==> src/rtl/ahb_delay_pkg.sv <==
// Shared encodings for the AHB delay scheduler: modes, register map, LFSR taps and seed.
package ahb_delay_pkg;

    typedef enum logic [1:0] {
        ModeOff    = 2'd0,
        ModeFixed  = 2'd1,
        ModeRandom = 2'd2,
        ModeRamp   = 2'd3
    } mode_e;

    localparam logic [1:0] RegCtrl = 2'd0;
    localparam logic [1:0] RegBase = 2'd1;
    localparam logic [1:0] RegMask = 2'd2;
    localparam logic [1:0] RegStat = 2'd3;

    // x^16 + x^14 + x^13 + x^11 + 1, bit positions of a left-shifting register
    localparam int unsigned LfsrTapA = 15;
    localparam int unsigned LfsrTapB = 13;
    localparam int unsigned LfsrTapC = 12;
    localparam int unsigned LfsrTapD = 10;

    localparam logic [15:0] DefaultSeed = 16'hACE1;

endpackage

==> src/rtl/ahb_delay_lfsr.sv <==
// 16-bit Fibonacci LFSR; exposes the value it will hold after the current cycle.
module ahb_delay_lfsr
    import ahb_delay_pkg::*;
#(
    parameter logic [15:0] SEED = DefaultSeed
) (
    input  logic        cpu_clk,
    input  logic        cpu_rst,
    input  logic        en,
    output logic [15:0] lfsr_nxt
);

    logic [15:0] lfsr_q;
    logic [15:0] lfsr_d;
    logic        fb;

    always_comb begin
        fb     = lfsr_q[LfsrTapA] ^ lfsr_q[LfsrTapB] ^ lfsr_q[LfsrTapC] ^ lfsr_q[LfsrTapD];
        lfsr_d = en ? {lfsr_q[14:0], fb} : lfsr_q;
    end

    always_ff @(posedge cpu_clk or posedge cpu_rst) begin
        if (cpu_rst) begin
            lfsr_q <= SEED;
        end else begin
            lfsr_q <= lfsr_d;
        end
    end

    assign lfsr_nxt = lfsr_d;

endmodule

==> src/rtl/ahb_delay_sched.sv <==
// Delay scheduler: picks the FIFO delay count per accepted AHB transaction from a
// shadowed register set that only takes effect on a quiet bus cycle.
module ahb_delay_sched
    import ahb_delay_pkg::*;
#(
    parameter logic [15:0] SEED  = DefaultSeed,
    parameter int unsigned CNT_W = 32
) (
    input  logic             cpu_clk,
    input  logic             cpu_rst,
    input  logic [1:0]       biu_pad_htrans,
    input  logic             fifo_biu_hready,
    input  logic             cfg_wr,
    input  logic [1:0]       cfg_addr,
    input  logic [31:0]      cfg_wdata,
    output logic [31:0]      cfg_rdata,
    output logic             cfg_pending,
    output logic [CNT_W-1:0] counter_num0
);

    mode_e             sh_mode_q, sh_mode_d, act_mode_q, act_mode_d;
    logic [CNT_W-1:0]  sh_base_q, sh_base_d, act_base_q, act_base_d;
    logic [15:0]       sh_mask_q, sh_mask_d, act_mask_q, act_mask_d;
    logic              pending_q, pending_d;
    logic [15:0]       ramp_q, ramp_d;
    logic [CNT_W-1:0]  stat_q, stat_d;
    logic [CNT_W-1:0]  cnt_q, cnt_d;
    logic [CNT_W-1:0]  nxt;
    logic [15:0]       lfsr_nxt;
    logic              acc, quiet, commit, wr_shadow, wr_stat, lfsr_en;
    logic              unused_htrans0;

    assign unused_htrans0 = biu_pad_htrans[0];

    function automatic logic [CNT_W-1:0] sat_add(input logic [CNT_W-1:0] a,
                                                 input logic [15:0] b);
        logic [CNT_W:0] s;
        s = {1'b0, a} + {{(CNT_W - 15){1'b0}}, b};
        return s[CNT_W] ? {CNT_W{1'b1}} : s[CNT_W-1:0];
    endfunction

    assign acc       = biu_pad_htrans[1] && fifo_biu_hready;
    assign quiet     = fifo_biu_hready && !biu_pad_htrans[1];
    assign commit    = quiet && pending_q;
    assign wr_stat   = cfg_wr && (cfg_addr == RegStat);
    assign wr_shadow = cfg_wr && (cfg_addr != RegStat);
    assign lfsr_en   = acc && (act_mode_q == ModeRandom);

    ahb_delay_lfsr #(
        .SEED (SEED)
    ) u_lfsr (
        .cpu_clk  (cpu_clk),
        .cpu_rst  (cpu_rst),
        .en       (lfsr_en),
        .lfsr_nxt (lfsr_nxt)
    );

    always_comb begin
        sh_mode_d = sh_mode_q;
        sh_base_d = sh_base_q;
        sh_mask_d = sh_mask_q;
        if (cfg_wr) begin
            unique case (cfg_addr)
                RegCtrl: sh_mode_d = mode_e'(cfg_wdata[1:0]);
                RegBase: sh_base_d = CNT_W'(cfg_wdata);
                RegMask: sh_mask_d = cfg_wdata[15:0];
                default: ;
            endcase
        end

        // Commit copies the pre-write shadow; a coincident write keeps pending set
        act_mode_d = commit ? sh_mode_q : act_mode_q;
        act_base_d = commit ? sh_base_q : act_base_q;
        act_mask_d = commit ? sh_mask_q : act_mask_q;
        pending_d  = wr_shadow ? 1'b1 : (commit ? 1'b0 : pending_q);

        ramp_d = ramp_q;
        if (commit) begin
            ramp_d = '0;
        end else if (acc && (act_mode_q == ModeRamp)) begin
            ramp_d = (ramp_q == act_mask_q) ? 16'd0 : ramp_q + 16'd1;
        end

        stat_d = stat_q;
        if (wr_stat) begin
            stat_d = '0;
        end else if (acc && (act_mode_q != ModeOff) && (stat_q != {CNT_W{1'b1}})) begin
            stat_d = stat_q + 1'b1;
        end

        nxt = '0;
        unique case (act_mode_d)
            ModeOff:    nxt = '0;
            ModeFixed:  nxt = act_base_d;
            ModeRandom: nxt = sat_add(act_base_d, lfsr_nxt & act_mask_d);
            ModeRamp:   nxt = sat_add(act_base_d, ramp_d);
            default:    nxt = '0;
        endcase

        cnt_d = (acc || commit) ? nxt : cnt_q;
    end

    always_ff @(posedge cpu_clk or posedge cpu_rst) begin
        if (cpu_rst) begin
            sh_mode_q  <= ModeOff;
            sh_base_q  <= '0;
            sh_mask_q  <= '0;
            act_mode_q <= ModeOff;
            act_base_q <= '0;
            act_mask_q <= '0;
            pending_q  <= 1'b0;
            ramp_q     <= '0;
            stat_q     <= '0;
            cnt_q      <= '0;
        end else begin
            sh_mode_q  <= sh_mode_d;
            sh_base_q  <= sh_base_d;
            sh_mask_q  <= sh_mask_d;
            act_mode_q <= act_mode_d;
            act_base_q <= act_base_d;
            act_mask_q <= act_mask_d;
            pending_q  <= pending_d;
            ramp_q     <= ramp_d;
            stat_q     <= stat_d;
            cnt_q      <= cnt_d;
        end
    end

    always_comb begin
        cfg_rdata = '0;
        unique case (cfg_addr)
            RegCtrl: cfg_rdata = {30'd0, sh_mode_q};
            RegBase: cfg_rdata = 32'(sh_base_q);
            RegMask: cfg_rdata = {16'd0, sh_mask_q};
            RegStat: cfg_rdata = 32'(stat_q);
            default: cfg_rdata = '0;
        endcase
    end

    assign cfg_pending  = pending_q;
    assign counter_num0 = cnt_q;

endmodule
==> config.mk <==
export PLATFORM = sky130hd
export DESIGN_NAME = ahb_delay_sched
export DESIGN_NICKNAME = d
export VERILOG_FILES = /design/src/rtl/ahb_delay_pkg.sv /design/src/rtl/ahb_delay_lfsr.sv /design/src/rtl/ahb_delay_sched.sv
export SDC_FILE = /design/constraint.sdc
export NUM_CORES = 1
export LEC_CHECK = 0
export ABC_AREA = 1
export CORE_ASPECT_RATIO = 0.6
export CORE_MARGIN = 2
export CORE_UTILIZATION = 40
export CTS_BUF_LIST = sky130_fd_sc_hd__clkbuf_4
export CTS_CLUSTER_DIAMETER = 50
export CTS_CLUSTER_SIZE = 10
export DETAILED_ROUTE_END_ITERATION = 8
export GPL_ROUTABILITY_DRIVEN = 1
export SYNTH_ARGS = -nofsm -noshare
export SYNTH_HDL_FRONTEND = slang
export SYNTH_SLANG_ARGS = --single-unit
export TNS_END_PERCENT = 20
==> constraint.sdc <==
create_clock -name cpu_clk -period 21.2 [get_ports cpu_clk]
set_clock_uncertainty 0.2 [all_clocks]
set_input_delay 6.36 -clock cpu_clk [delete_from_list [all_inputs] [get_ports cpu_clk]]
set_output_delay 6.36 -clock cpu_clk [all_outputs]
set_load 0.03 [all_outputs]
# After elaboration in Yosys (flattened, before gate mapping)
# Cells that the tools add are included.
dict set report totals {
  reg_bits 197
  inputBits 40
  output_inout_bits 65
}
dict set report classes {
  addsub 4
  n_eq_ne 11
  muxes 15
  n_bitwise 4
  reduce_logical 19
}
# cell n
set ops {}
lappend ops {{case mux 32 bit (4 select lines)} 2}
lappend ops {{2-to-1 mux 32 bit} 5}
lappend ops {{2-to-1 mux 16 bit} 5}
lappend ops {{adder 32 x 16 -> 33 bit} 2}
lappend ops {{adder 32 x 1 -> 32 bit (second input constant)} 1}
lappend ops {{!= test 32 bit (second input constant)} 1}
lappend ops {{adder 16 x 1 -> 16 bit (second input constant)} 1}
lappend ops {{bitwise AND 16 bit} 1}
lappend ops {{equality test 16 bit} 1}
lappend ops {{equality test 2 bit (second input constant)} 6}
lappend ops {{logical AND 1 bit} 9}
lappend ops {{AND reduction 2 bit} 3}
lappend ops {{nonzero test 2 bit} 3}
lappend ops {{equality test 2 x 1 -> 1 bit (second input constant)} 2}
lappend ops {{logical NOT 2 bit} 2}
lappend ops {{bitwise XOR 1 bit} 3}
lappend ops {{2-to-1 mux 1 bit} 2}
lappend ops {{2-to-1 mux 2 bit} 1}
lappend ops {{!= test 2 bit (second input constant)} 1}
lappend ops {{logical NOT 1 bit} 1}
lappend ops {{logical OR 1 bit} 1}

# Depth between registers and ports, before layout
dict set report logic_depth {
  word_depth 8
  ltp_mapped 26
}

# Hierarchy
# From an unflattened synthesis, not the netlist that was laid out.
dict set report hier_totals {
  hier_cells 1844
  area_unflattened_um2 12898.6
}
# mod n_inst cells_per_inst area_per_inst_um2
set by_module_without_submodules {}
lappend by_module_without_submodules {ahb_delay_sched 1 1769 12208.0}
lappend by_module_without_submodules {ahb_delay_lfsr 1 75 690.7}

# Least setup slack after synthesis
# OpenSTA, ideal clock, no wires.
dict set report synth_timing {
  kind {input to output}
  startpoint {input cfg_addr[1]}
  endpoint {output cfg_rdata[13]}
  arrival_time_ns 7.492
  path_slack_ns 7.148
  cell_stages 4
  path_buffers 0
  cell_sequence {inv_1 > nor2_1 > inv_1 > o221ai_1}
}
dict set report synth_via {
  elab_chain_cells 2
  word_cells_on_any_way 5
  classes_between {3 x eq/ne; 1 x mux; 1 x reduce/logical}
}
# element line
set synth_rtl {}
lappend synth_rtl {{start, declared} ahb_delay_sched.sv:14} ;# input logic [1:0] cfg_addr,
lappend synth_rtl {{equality test 2 bit, or another cell as far along} ahb_delay_sched.sv:131} ;# unique case (cfg_addr)
lappend synth_rtl {{case mux 32 bit (4 select lines) *} ahb_delay_sched.sv:131}
lappend synth_rtl {{end, declared} ahb_delay_sched.sv:16} ;# output logic [31:0] cfg_rdata,
# Mark *: on every way between the ends. The rest lies on a longest branch, timed or not.

# Worst setup path after layout
dict set report layout_timing {
  startpoint {input cfg_addr[0]}
  endpoint {output cfg_rdata[7]}
}
# The elaborated chain is that of the path after synthesis.

==> out/results.ini <==
[outcome]
status = complete, no violations

[clock_tree]
clock_latency_ns = 0.64
clkSinkCount = 197
cts_resized = 0
hold_buffers = 0
cts_buffer_depth = 2
cts_tree = done
cts.clk_slew.worst_paths_ns = 0.15
clock-root-buffer = clkbuf_4
post_cts_buffers = 0
htreeDepth = 4
cts_inserted_buffers = 17

[job]
cap_violations = 0

[floorplan]
die_h_microns = 142
die_width_microns = 234
core_sq_um = 31200
design.portCount = 105
initial_core_util_pct = 40.7
die-area_sq_um = 33200
rows = 50

[yosys]
synth_seq_cells = 197
synth_top_cell_by_area = dfrtp_1
synth.area.mux_share_pct = 0.957
yosysMostFrequentCell = nand2_1
synthAdderAreaFrac_pct = 3.67
synth_xor_area_share_pct = 2.76
synth_ff_type = dfrtp_1
syn_nets = 1906
async_reset_ff_share_pct = 100
synth_warnings = 0
synth_top_family_by_area = simple AND/OR/NAND/NOR gates
synth_cell_types = 53
syn-instance-count = 1830
synth_enable_flop_cells = 0
synth.area.top_cells = dfrtp_1 37%, nand2_1 19%, inv_1 7.1%, nand3_1 4.7%, o21ai_0 4.0%
synth_top_area_share_pct = 37.3
synth.avg_cell_area_sq_um = 6.93
seq_area_frac_synth_pct = 39.0
synth_area_sq_um = 12700
synth_simple_gate_area_share_pct = 33.3
synth_compound_area_share_pct = 11.0
synth_common_cells = 627 x nand2_1, 241 x inv_1, 189 x dfrtp_1

[cells_and_area]
drive_gt1_share_pct = 5.69
final_core_util_pct = 46.3
areaGrowthSynthToFinish_pct = 13.8
final_nets = 1995
num-fill-cells = 3188

[pwr]
power_uw = 1200
p_leak_uw = 0.00723
p_per_area_nw_per_um2 = 83.6
ir_worst_vdd_v = 0.0000456

[sta]
hold_viol_final = 0
tns_ns = 0
final_max_slew_viol_count = 0
grt_setup_unrepaired = no
setup_viol = 0
max_freq_mhz = 66.2
min_period_over_period_pct = 71.2
fin_crit_ns = 15.10
holdWs_ns = 0.297
tightest_slew_ns = 1.26
max_slew_margin_pct = 15.9

[worst_setup_path]
cp_cell_sequence = clkdlybuf4s50_1 > nand2_1 > buf_4 > inv_1 > nand2_1 > o211ai_1 > clkdlybuf4s50_1
worstPathMaxFanout = 22
crit_family = buffers and inverters
r2r_slack_ns = 15.44
cp-end-kind = output port
critPathMaxStageDelay_ns = 0.70
crit_required_ns = 14.64
critPathKind = in -> out
critPathLaunchType = input pin
arrival_ns = 8.54
crit_slowest_cell = clkdlybuf4s50_1
crit_buf_inv = 4

[global_route]
met3_usage_pct = 4.90
track_usage_pct = 24.9
grt_pass1_vias = 11100
busiest_layer = met1
grt_max_degree = 116
gr-usage-met1_pct = 39.8
grtUsageMet2_pct = 34.4
grt_overflow = 0
antenna_found_initial = 1
grt_pass1_wl_microns = 63000

[placement]
hpwlAfterDp_microns = 31000
port_buffers = 103
gp_congestion = 0.935

[detailed_routing]
ant_nets = 0
first_iter_violations = 1237
drt_wl_total_microns = 40500
vias_per_cell = 5.18
dr.pass1.iters = 5
wl_per_cell_microns = 17.2
drcViolationCount = 0
num_vias = 12200

[worst_hold_path]
min_path_type = reg -> reg

## logic make-up (layout without fill, tap and decap cells)
| logic type | after synthesis | in the layout |
|---|---|---|
| multiplexers | 12 | 12 |
| AND/OR/NAND/NOR | 993 | 993 |
| buffers and inverters | 301 | 403 |
| AO/OA/AOI/OAI | 251 | 251 |
| flip-flops | 197 | 197 |
| adder cells (fa/ha/maj) | 36 | 36 |
| other | 0 | 2 |
| XOR/XNOR | 40 | 40 |
## metal layers
metal	routed length (microns)	part of all wire [%]
met1	21000	52
met2	16200	40
met3	2930	7.2
met4	335	0.83
met5	0	0
## worst register-to-register path, cell delays in order, from the launching register on
cell	delay [ns]
dfrtp_1	0.73
nand3_4	0.48
inv_1	0.26
buf_4	0.30
nand2_1	0.23
o21ai_0	0.17
a21boi_0	0.30
ha_1	0.27
fa_1	0.21
nand2_1	0.08
nand3_1	0.10
nand2_1	0.09
o21ai_0	0.60
nand2_1	0.12
nand2_1	0.39
nand2_2	0.60
nand3_1	0.28
nand2_1	0.07
nand3_1	0.11
nand2_1	0.07
nand2_1	0.07
## layout by cell type (no fill, tap or decap), drive strengths merged, types with 12 or more instances in the layout
cell type	count
nand2	643
buf	16
o21ai	131
clkdlybuf4s50	103
xor2	19
dfrtp	189
ha	34
o221ai	12
clkbuf	23
and2	15
nor3	40
xnor2	21
o22ai	13
a21oi	80
nor2	131
nand4	28
nand3	121
inv	255
## state kept, by name, summed over array words and instances (netlist names)
register       flops
act_base_q        32
counter_num0      32
sh_base_q         32
stat_q            32
act_mask_q        16
ramp_q            16
sh_mask_q         16
u_lfsr.lfsr_q     16
act_mode_q         2
sh_mode_q          2
cfg_pending        1
## path summary, 6_finish.rpt
path | from | to | depth (start not counted)
worst min register to register | counter_num0[3] | counter_num0[3] | 2
worst max-delay path | cfg_addr[0] | cfg_rdata[7] | 7
worst min-delay path | counter_num0[3] | counter_num0[3] | 2
worst max register to register | cfg_pending | counter_num0[25] | 20
min in group asynchronous | cpu_rst | act_base_q[27] | 2
max in group asynchronous | cpu_rst | ramp_q[10] | 3
## metrics by stage
step	cell area, sq um	worst slack [ns]	cells
detailed placement	14100	6.13	2316
CTS	14400	6.13	2348
global route	14400	5.96	2350
floorplan	12700	7.15	1830
global placement	14100	6.12	2316
finish	14400	6.10	2350
## area by class of cell
cell class	instances	area, sq um	area share (%)
Tap cell	416	520	3.61
Sequential cell	197	4940	34.3
Clock inverter	9	121	0.842
Inverter	252	953	6.61
Clock buffer	23	173	1.20
Multi-Input combinational cell	1332	6560	45.5
Timing Repair Buffer	119	1150	7.98
Antenna cell	2	5.00	0.0347
## power by group
group	internal [uW]	switching, uW	total [uW]	leakage [uW]
combinational	170	318	488	0.00457
clock	80.6	139	220	0.000165
sequential	452	44.5	497	0.00250
Note: power is estimated with default switching activity, not from simulation.
